===== src/rtl/mipi_csi_pkg.sv =====
// Shared CSI-2 receive definitions: data types, FSM states, header layout.
// Imported by the packet decoder and the header ECC block.
package mipi_csi_pkg;

  localparam int WC_W  = 16;
  localparam int CNT_W = 15;

  localparam logic [5:0] DT_FS    = 6'h00;
  localparam logic [5:0] DT_FE    = 6'h01;
  localparam logic [5:0] DT_RAW10 = 6'h2B;
  localparam logic [5:0] DT_RAW12 = 6'h2C;

  typedef enum logic [1:0] {
    ST_IDLE,
    ST_PAYLOAD,
    ST_DRAIN
  } state_e;

  typedef struct packed {
    logic [7:0]      ecc;
    logic [WC_W-1:0] wc;
    logic [1:0]      vc;
    logic [5:0]      dt;
  } hdr_t;

  // Byte count rounded up to whole 32-bit words; 17-bit sum avoids wrap.
  function automatic logic [CNT_W-1:0] wc_to_words(
    input logic [WC_W-1:0] wc
  );
    logic [WC_W:0] s;
    s = {1'b0, wc} + 17'd3;
    return s[WC_W:2];
  endfunction

endpackage


===== src/rtl/mipi_csi_header_ecc.sv =====
// Combinational 6-bit CSI-2 packet header ECC over DataID and word count.
// Used by the decoder only when MIPI_RX_HEADER_ECC_CHECK_EN is defined.
module mipi_csi_header_ecc
  import mipi_csi_pkg::*;
(
  input  logic [23:0] hdr_i,
  output logic [5:0]  ecc_o
);

  localparam logic [23:0] M0 = 24'hF12CB7;
  localparam logic [23:0] M1 = 24'hF2555B;
  localparam logic [23:0] M2 = 24'h749A6D;
  localparam logic [23:0] M3 = 24'hB8E38E;
  localparam logic [23:0] M4 = 24'hDF03F0;
  localparam logic [23:0] M5 = 24'hEFFC00;

  assign ecc_o[0] = ^(hdr_i & M0);
  assign ecc_o[1] = ^(hdr_i & M1);
  assign ecc_o[2] = ^(hdr_i & M2);
  assign ecc_o[3] = ^(hdr_i & M3);
  assign ecc_o[4] = ^(hdr_i & M4);
  assign ecc_o[5] = ^(hdr_i & M5);

endmodule


===== src/rtl/mipi_rx_packet_decoder.sv =====
// CSI-2 packet decoder: header parse, VC/DT filter, RAW10/12 payload gate.
// Optional header ECC check enabled by MIPI_RX_HEADER_ECC_CHECK_EN.
module mipi_rx_packet_decoder
  import mipi_csi_pkg::*;
#(
  parameter logic [1:0] VIRTUAL_CHANNEL = 2'd0
) (
  input  logic        clk_i,
  input  logic        reset_n_i,
  input  logic        data_valid_i,
  input  logic [31:0] data_i,
  output logic        output_valid_o,
  output logic [31:0] output_o,
  output logic [2:0]  packet_type_o,
  output logic        frame_start_o,
  output logic        frame_end_o,
  output logic        pkt_error_o
);

  state_e           state_q, state_d;
  logic [CNT_W-1:0] cnt_q, cnt_d;
  logic             ov_q, ov_d;
  logic [31:0]      out_q, out_d;
  logic [2:0]       type_q, type_d;
  logic             fs_q, fs_d;
  logic             fe_q, fe_d;
  logic             err_q, err_d;

  hdr_t hdr;
  logic vc_ok;
  logic is_long;
  logic hdr_ok;

  assign hdr     = hdr_t'(data_i);
  assign vc_ok   = hdr.vc == VIRTUAL_CHANNEL;
  assign is_long = (hdr.dt == DT_RAW10) ||
                   (hdr.dt == DT_RAW12);

`ifdef MIPI_RX_HEADER_ECC_CHECK_EN
  logic [5:0] ecc_calc;

  mipi_csi_header_ecc u_ecc (
    .hdr_i (data_i[23:0]),
    .ecc_o (ecc_calc)
  );

  assign hdr_ok = hdr.ecc == {2'b00, ecc_calc};
`else
  logic unused_ecc;

  assign unused_ecc = ^hdr.ecc;
  assign hdr_ok     = 1'b1;
`endif

  always_comb begin
    state_d = state_q;
    cnt_d   = cnt_q;
    ov_d    = 1'b0;
    out_d   = out_q;
    type_d  = type_q;
    fs_d    = 1'b0;
    fe_d    = 1'b0;
    err_d   = 1'b0;
    unique case (state_q)
      ST_IDLE: begin
        // IDLE is only reached after a low cycle, so valid here is a header
        if (data_valid_i) begin
          state_d = ST_DRAIN;
          unique case (1'b1)
            !hdr_ok: err_d = 1'b1;
            hdr_ok && !vc_ok: ;
            vc_ok && hdr_ok && (hdr.dt == DT_FS):
              fs_d = 1'b1;
            vc_ok && hdr_ok && (hdr.dt == DT_FE):
              fe_d = 1'b1;
            vc_ok && hdr_ok && is_long && (hdr.wc != '0): begin
              type_d  = hdr.dt[2:0];
              cnt_d   = wc_to_words(hdr.wc);
              state_d = ST_PAYLOAD;
            end
            default: ;
          endcase
        end
      end
      ST_PAYLOAD: begin
        if (data_valid_i) begin
          ov_d  = 1'b1;
          out_d = data_i;
          cnt_d = cnt_q - 1'b1;
          if (cnt_q == 15'd1) begin
            state_d = ST_DRAIN;
          end
        end else begin
          err_d   = 1'b1;
          cnt_d   = '0;
          state_d = ST_IDLE;
        end
      end
      ST_DRAIN: begin
        if (!data_valid_i) begin
          state_d = ST_IDLE;
        end
      end
      default: state_d = ST_IDLE;
    endcase
  end

  always_ff @(posedge clk_i or negedge reset_n_i) begin
    if (!reset_n_i) begin
      state_q <= ST_IDLE;
      cnt_q   <= '0;
      ov_q    <= 1'b0;
      out_q   <= '0;
      type_q  <= '0;
      fs_q    <= 1'b0;
      fe_q    <= 1'b0;
      err_q   <= 1'b0;
    end else begin
      state_q <= state_d;
      cnt_q   <= cnt_d;
      ov_q    <= ov_d;
      out_q   <= out_d;
      type_q  <= type_d;
      fs_q    <= fs_d;
      fe_q    <= fe_d;
      err_q   <= err_d;
    end
  end

  assign output_valid_o = ov_q;
  assign output_o       = out_q;
  assign packet_type_o  = type_q;
  assign frame_start_o  = fs_q;
  assign frame_end_o    = fe_q;
  assign pkt_error_o    = err_q;

endmodule


===== config.mk =====
export PLATFORM = sky130hd
export DESIGN_NAME = mipi_rx_packet_decoder
export DESIGN_NICKNAME = d
export VERILOG_FILES = /design/src/rtl/mipi_csi_pkg.sv /design/src/rtl/mipi_csi_header_ecc.sv /design/src/rtl/mipi_rx_packet_decoder.sv
export SDC_FILE = /design/constraint.sdc
export NUM_CORES = 1
export LEC_CHECK = 0
export BUFFER_PORTS_ARGS = -buffer_cell sky130_fd_sc_hd__buf_2
export CORE_AREA = 8 8 97 73
export DETAILED_ROUTE_END_ITERATION = 10
export DIE_AREA = 0 0 105 81
export PLACE_DENSITY = 0.78
export SLEW_MARGIN = 10
export SYNTH_ARGS = -nofsm -noshare
export SYNTH_HDL_FRONTEND = slang
export SYNTH_SLANG_ARGS = --single-unit

===== constraint.sdc =====
create_clock -name clk_i -period 2.5 [get_ports clk_i]
set_clock_uncertainty 0.1 [all_clocks]
set_input_delay 0.25 -clock clk_i [delete_from_list [all_inputs] [get_ports clk_i]]
set_output_delay 0.25 -clock clk_i [all_outputs]
set_load 0.03 [all_outputs]

# Word-level counts from Yosys, hierarchy flattened

Index checks and enable logic that the tools add are counted.

Add/sub/neg operators: 2
Multiplexer cells: 20
Reductions and logical operators: 14
Equal/unequal tests: 10

Operators with widths:

| cell                  | number |
|---|---|
| $mux 15               | 3 |
| $pmux 15 s2           | 1 |
| $add 16x2->17 const B | 1 |
| $reduce_bool 16->1    | 1 |
| $eq 15x1->1 const B   | 1 |
| $sub 15x1->15 const B | 1 |
| $eq 6x6->1 const B    | 2 |
| $mux 1                | 10 |
| $mux 2                | 5 |
| $reduce_and 3->1      | 3 |
| $eq 6x1->1 const B    | 1 |
| $logic_not 6->1       | 1 |
| $ne 2x2->1 const B    | 3 |
| $pmux 2 s3            | 1 |
| $logic_and 1x1->1     | 4 |
| $logic_not 2->1       | 2 |
| $ne 3x3->1 const B    | 1 |
| $eq 2x1->1 const B    | 1 |
| $eq 2x2->1 const B    | 1 |
| $reduce_and 2->1      | 1 |
| $reduce_bool 2->1     | 1 |
| $logic_or 1x1->1      | 1 |

Output and inout bits: 39
Bits in registers: 56
Bits of input ports: 35

# Logic depth before layout (Yosys ltp)

Word-level depth: 7
Gate-level depth with buffers: 7
Depth with buffers taken out: 7

# Least setup slack after synthesis

OpenSTA, ideal clock, no wires.

Path kind: register -> register
Start: register cnt_q[0]
End: register cnt_q[14]
Required time: 2.324 ns
Slack: 0.564 ns
Library setup time: 0.076 ns
Arrival time: 1.760 ns
Path buffers: 0
Stages on the path, launching flop included: 8
Cell sequence: dfrtp_1 inv_1 ha_1 nor3b_1 nor4b_4 and4b_1 a31oi_1 o21ai_1

Word-level cells in the longest chain between the ends: 3

Ends and longest elaborated chain:

| item                     | RTL line                      | text |
|---|---|---|
| start: declaration       | mipi_rx_packet_decoder.sv:21  | `logic [CNT_W-1:0] cnt_q, cnt_d;` |
| start signal: assignment | mipi_rx_packet_decoder.sv:120 | `cnt_q <= cnt_d;` |
| $sub 15x1->15            | mipi_rx_packet_decoder.sv:89  | `cnt_d = cnt_q - 1'b1;` |
| $mux 15                  | mipi_rx_packet_decoder.sv:86  | `if (data_valid_i) begin` |
| $pmux 15 s2              | mipi_rx_packet_decoder.sv:64  | `unique case (state_q)` |

Every way passes these cells.
A chain may end at the register's enable or synchronous reset.

# Worst setup path in the final report

Ends and elaborated chain as after synthesis.

==> metrics.cfg <==
[timing]
worst_slew_pin_slew_ps=721
maxSlewHeadroom_pct=51.5
drv_slew=0
grt_setup_unrepaired=no
finalHoldViolCount=0
clock.fmax_mhz=501
setup_viol=0
finalSetupTns_ps=0
period_share_pct=79.8
layout_min_cycle_time_ps=2000

[cells_and_area]
num-nets-final=412
fillers=490
drive_above_1_share_pct=29.3
num_antenna_cells=0
seq_area_um2=1400
area_growth_pct=20.0
fin_area_um2=3430
multi_input_area_um2=1370

[clocking]
clockBufferDepth=2
cts_root_buf=clkbuf_8
post_cts_resized=0
clkTransAtPathRegs_ps=110
numCtsBuffers=5
cts_tree=built
cts_sinks=56
h-tree-depth=2
worstSkewPairLatency_ps=310

[global_route]
antenna_found_initial=0
gr-total-overflow=0
grt_pass1_vias=2444
grt_start_max_net_pins=25
grt_pass1_wl_um=12200
grt_use_total_pct=17.5

[setup_path]
reg2reg_depth=7
crit_path_max_fanout=7
start_kind=flop
critical_path_arrival_ps=2140
reg2reg_from=cnt_q[0]$_DFFE_PN0P_
cp-end-kind=flop
r2r_end=cnt_q[14]$_DFFE_PN0P_
r2r_slack_ps=500
cp.required_ps=2640
critical_path_class=reg2reg

[status]
outcome=complete, no violations

[pwr]
intPower_mw=1.40
seqPwrFrac_pct=50.0
powerDensity_nw_per_um2=583
power.switching_mw=0.597
p_clk_share_pct=30.8
p_comb_share_pct=19.2
vdd_drop_max_uv=400
p_sw_share_pct=29.9
leakage_nw=1.81

[detailed_routing]
drcViolationCount=0
postRouteAntennaNets=0
post_drt_wl_per_cell_um=16.1
firstDrtPassIters=4
num_vias=2463
routed_via_density=5.46
totalWireLength_um=7260
drtIter0Drc=126

[synthesis]
ys_types=48
synth_top_family_by_area=simple AND/OR/NAND/NOR gates
synth-simple-area-share_pct=25.1
synthCells=298
async_flop_share_pct=100
synth_fa_ha_area_share_pct=0.875
synthesis.area_um2=2860
ys_seq_area_share_pct=49.0
synth_edf_count=0
synthMuxAreaShare_pct=5.38
syn-num-nets=335
ys_ff_latch=56
synth_compound_area_share_pct=11.9
synth_warnings=0
syn_avg_cell_area_um2=9.59
synth-xor-area-share_pct=4.60
synth_flop_cell=dfrtp_1

[hold_path]
min_to=output_o[7]$_DFFE_PN0P_
min_path_cells=3
hold_path.class=in2reg
min_from=data_i[7]

[floorplan]
ios=74
start_util_pct=51.7
fp.coreArea_um2=5530
die_x_um=105
num_rows=23
fp.dieArea_um2=8510
fp.dieH_um=81

[placed_design]
gp_congestion=0.950
dp_hpwl_um=5510
placed_area_um2=3300
portBuffers=73

[flow_run]
max_cap_viol_count=0

[cell usage in the layout, fill, tap and decap left out, drive strengths merged, types with 2 or more instances in the layout]
cell type and instances:
a21oi 6, a22oi 4, a31oi 3, a32oi 2
buf 79, clkbuf 5, dfrtp 56, ha 2
inv 9, mux2 11, mux2i 3, nand2 72
nand2b 3, nand3 5, nand3b 2, nand4 6
nor2 20, nor3 7, nor4 10, nor4b 2
o211ai 2, o21ai 30, o221ai 3, o22ai 3
or3 3, or4 4, xnor2 6, xor2 9
[worst max-delay path, stage by stage, from the launching register on]
cell,delay (ps)
dfrtp_1,480
inv_1,90
ha_1,180
nor3b_1,320
nor4b_4,340
and4b_1,240
a31oi_1,40
o21ai_1,140
[flip-flops by register name (all words and copies together) (netlist names)]
signal	count
packet_type_o	3
output_valid_o	1
frame_end_o	1
state_q	2
pkt_error_o	1
cnt_q	15
output_o	32
frame_start_o	1
[cell type report]
type | instances | share of cell area (%)
flip-flops and latches | 56 | 40.9
multi-input cells | 224 | 39.9
repair buffers | 80 | 12.3
well taps | 75 | 2.74
clock buffers | 5 | 2.01
clock inverters | 3 | 1.35
inverters | 8 | 0.876
[cells in the mapped netlist, drive strengths merged, types with 2 or more instances]
library cell,count,area share (%)
nand2,72,9.5
dfrtp,56,49
o21ai,30,5.6
nor2,20,2.7
mux2,11,4.3
nor4,10,2.2
xor2,9,2.8
inv,8,1.1
nor3,7,1.8
a21oi,6,1.1
clkbuf,6,1.1
nand4,6,1.8
xnor2,6,1.8
nand3,5,0.88
a22oi,4,1.1
buf,4,0.92
or4,4,1.2
a31oi,3,1.2
mux2i,3,1.1
nand2b,3,0.66
o221ai,3,0.92
o22ai,3,0.66
or3,3,1.0
a32oi,2,0.61
ha,2,0.88
nand3b,2,0.53
nor4b,2,1.1
o211ai,2,0.53
[worst max path at each step]
stage	start	endpoint	slack, ps
after global routing	state_q[0]$_DFFE_PN0P_	cnt_q[14]$_DFFE_PN0P_	330
after global placement	data_i[21]	cnt_q[3]$_DFFE_PN0P_	490
after CTS	cnt_q[6]$_DFFE_PN0P_	state_q[1]$_DFFE_PN0P_	530
after floorplan	cnt_q[0]$_DFFE_PN0P_	cnt_q[14]$_DFFE_PN0P_	560
after detailed placement	data_i[21]	cnt_q[3]$_DFFE_PN0P_	490
final	cnt_q[0]$_DFFE_PN0P_	cnt_q[14]$_DFFE_PN0P_	500
[routing by layer]
metal | wire [um] | track usage, % | vias up | share of wire [%]
li1 | - | - | 1205 | -
met1 | 3440 | 23.3 | 1156 | 47
met2 | 2990 | 25.6 | 97 | 41
met3 | 778 | 7.43 | 5 | 11
met4 | 51 | 4.40 | 0 | 0.70
met5 | 0 | 0 | - | 0
[what timing repair did]
item / in CTS / in global routing
hold buffers: 1 / 0
buffers inserted: 0 / 0
hold endpoints to repair: 22 / 0
[through the flow]
| stage | hold WS, ps | util [%] | std cells | setup WS [ps] | power [mW] |
|---|---|---|---|---|---|
| global placement | 160 | 59.8 | 442 | 488 | 1.39 |
| finish | 33.0 | 62.1 | 451 | 504 | 2.00 |
| global route | 35.6 | 62.1 | 451 | 328 | 2.08 |
| CTS | 28.8 | 62.1 | 451 | 533 | 2.01 |
| floorplan | -146 | - | 298 | 564 | 1.25 |
| detailed placement | 177 | 59.8 | 442 | 493 | 1.40 |
[power by group through the flow]
stage | combinational, mW | sequential [mW] | clock [mW]
after CTS | 0.383 | 0.999 | 0.626
after floorplan | 0.202 | 1.05 | 0
after global routing | 0.419 | 1.01 | 0.657
after detailed placement | 0.380 | 1.02 | 0
final | 0.384 | 1.00 | 0.616
after global placement | 0.372 | 1.01 | 0
[kinds of logic (layout without fill, tap and decap cells)]
kind of cell,count (synthesis),after routing
AND/OR/NAND/NOR,139,139
multiplexers,14,14
XOR/XNOR,15,15
flip-flops,56,56
adder cells (fa/ha/maj),2,2
AO/OA/AOI/OAI,54,54
buffers and inverters,18,96
No activity file was read; power rests on OpenSTA's default activity.
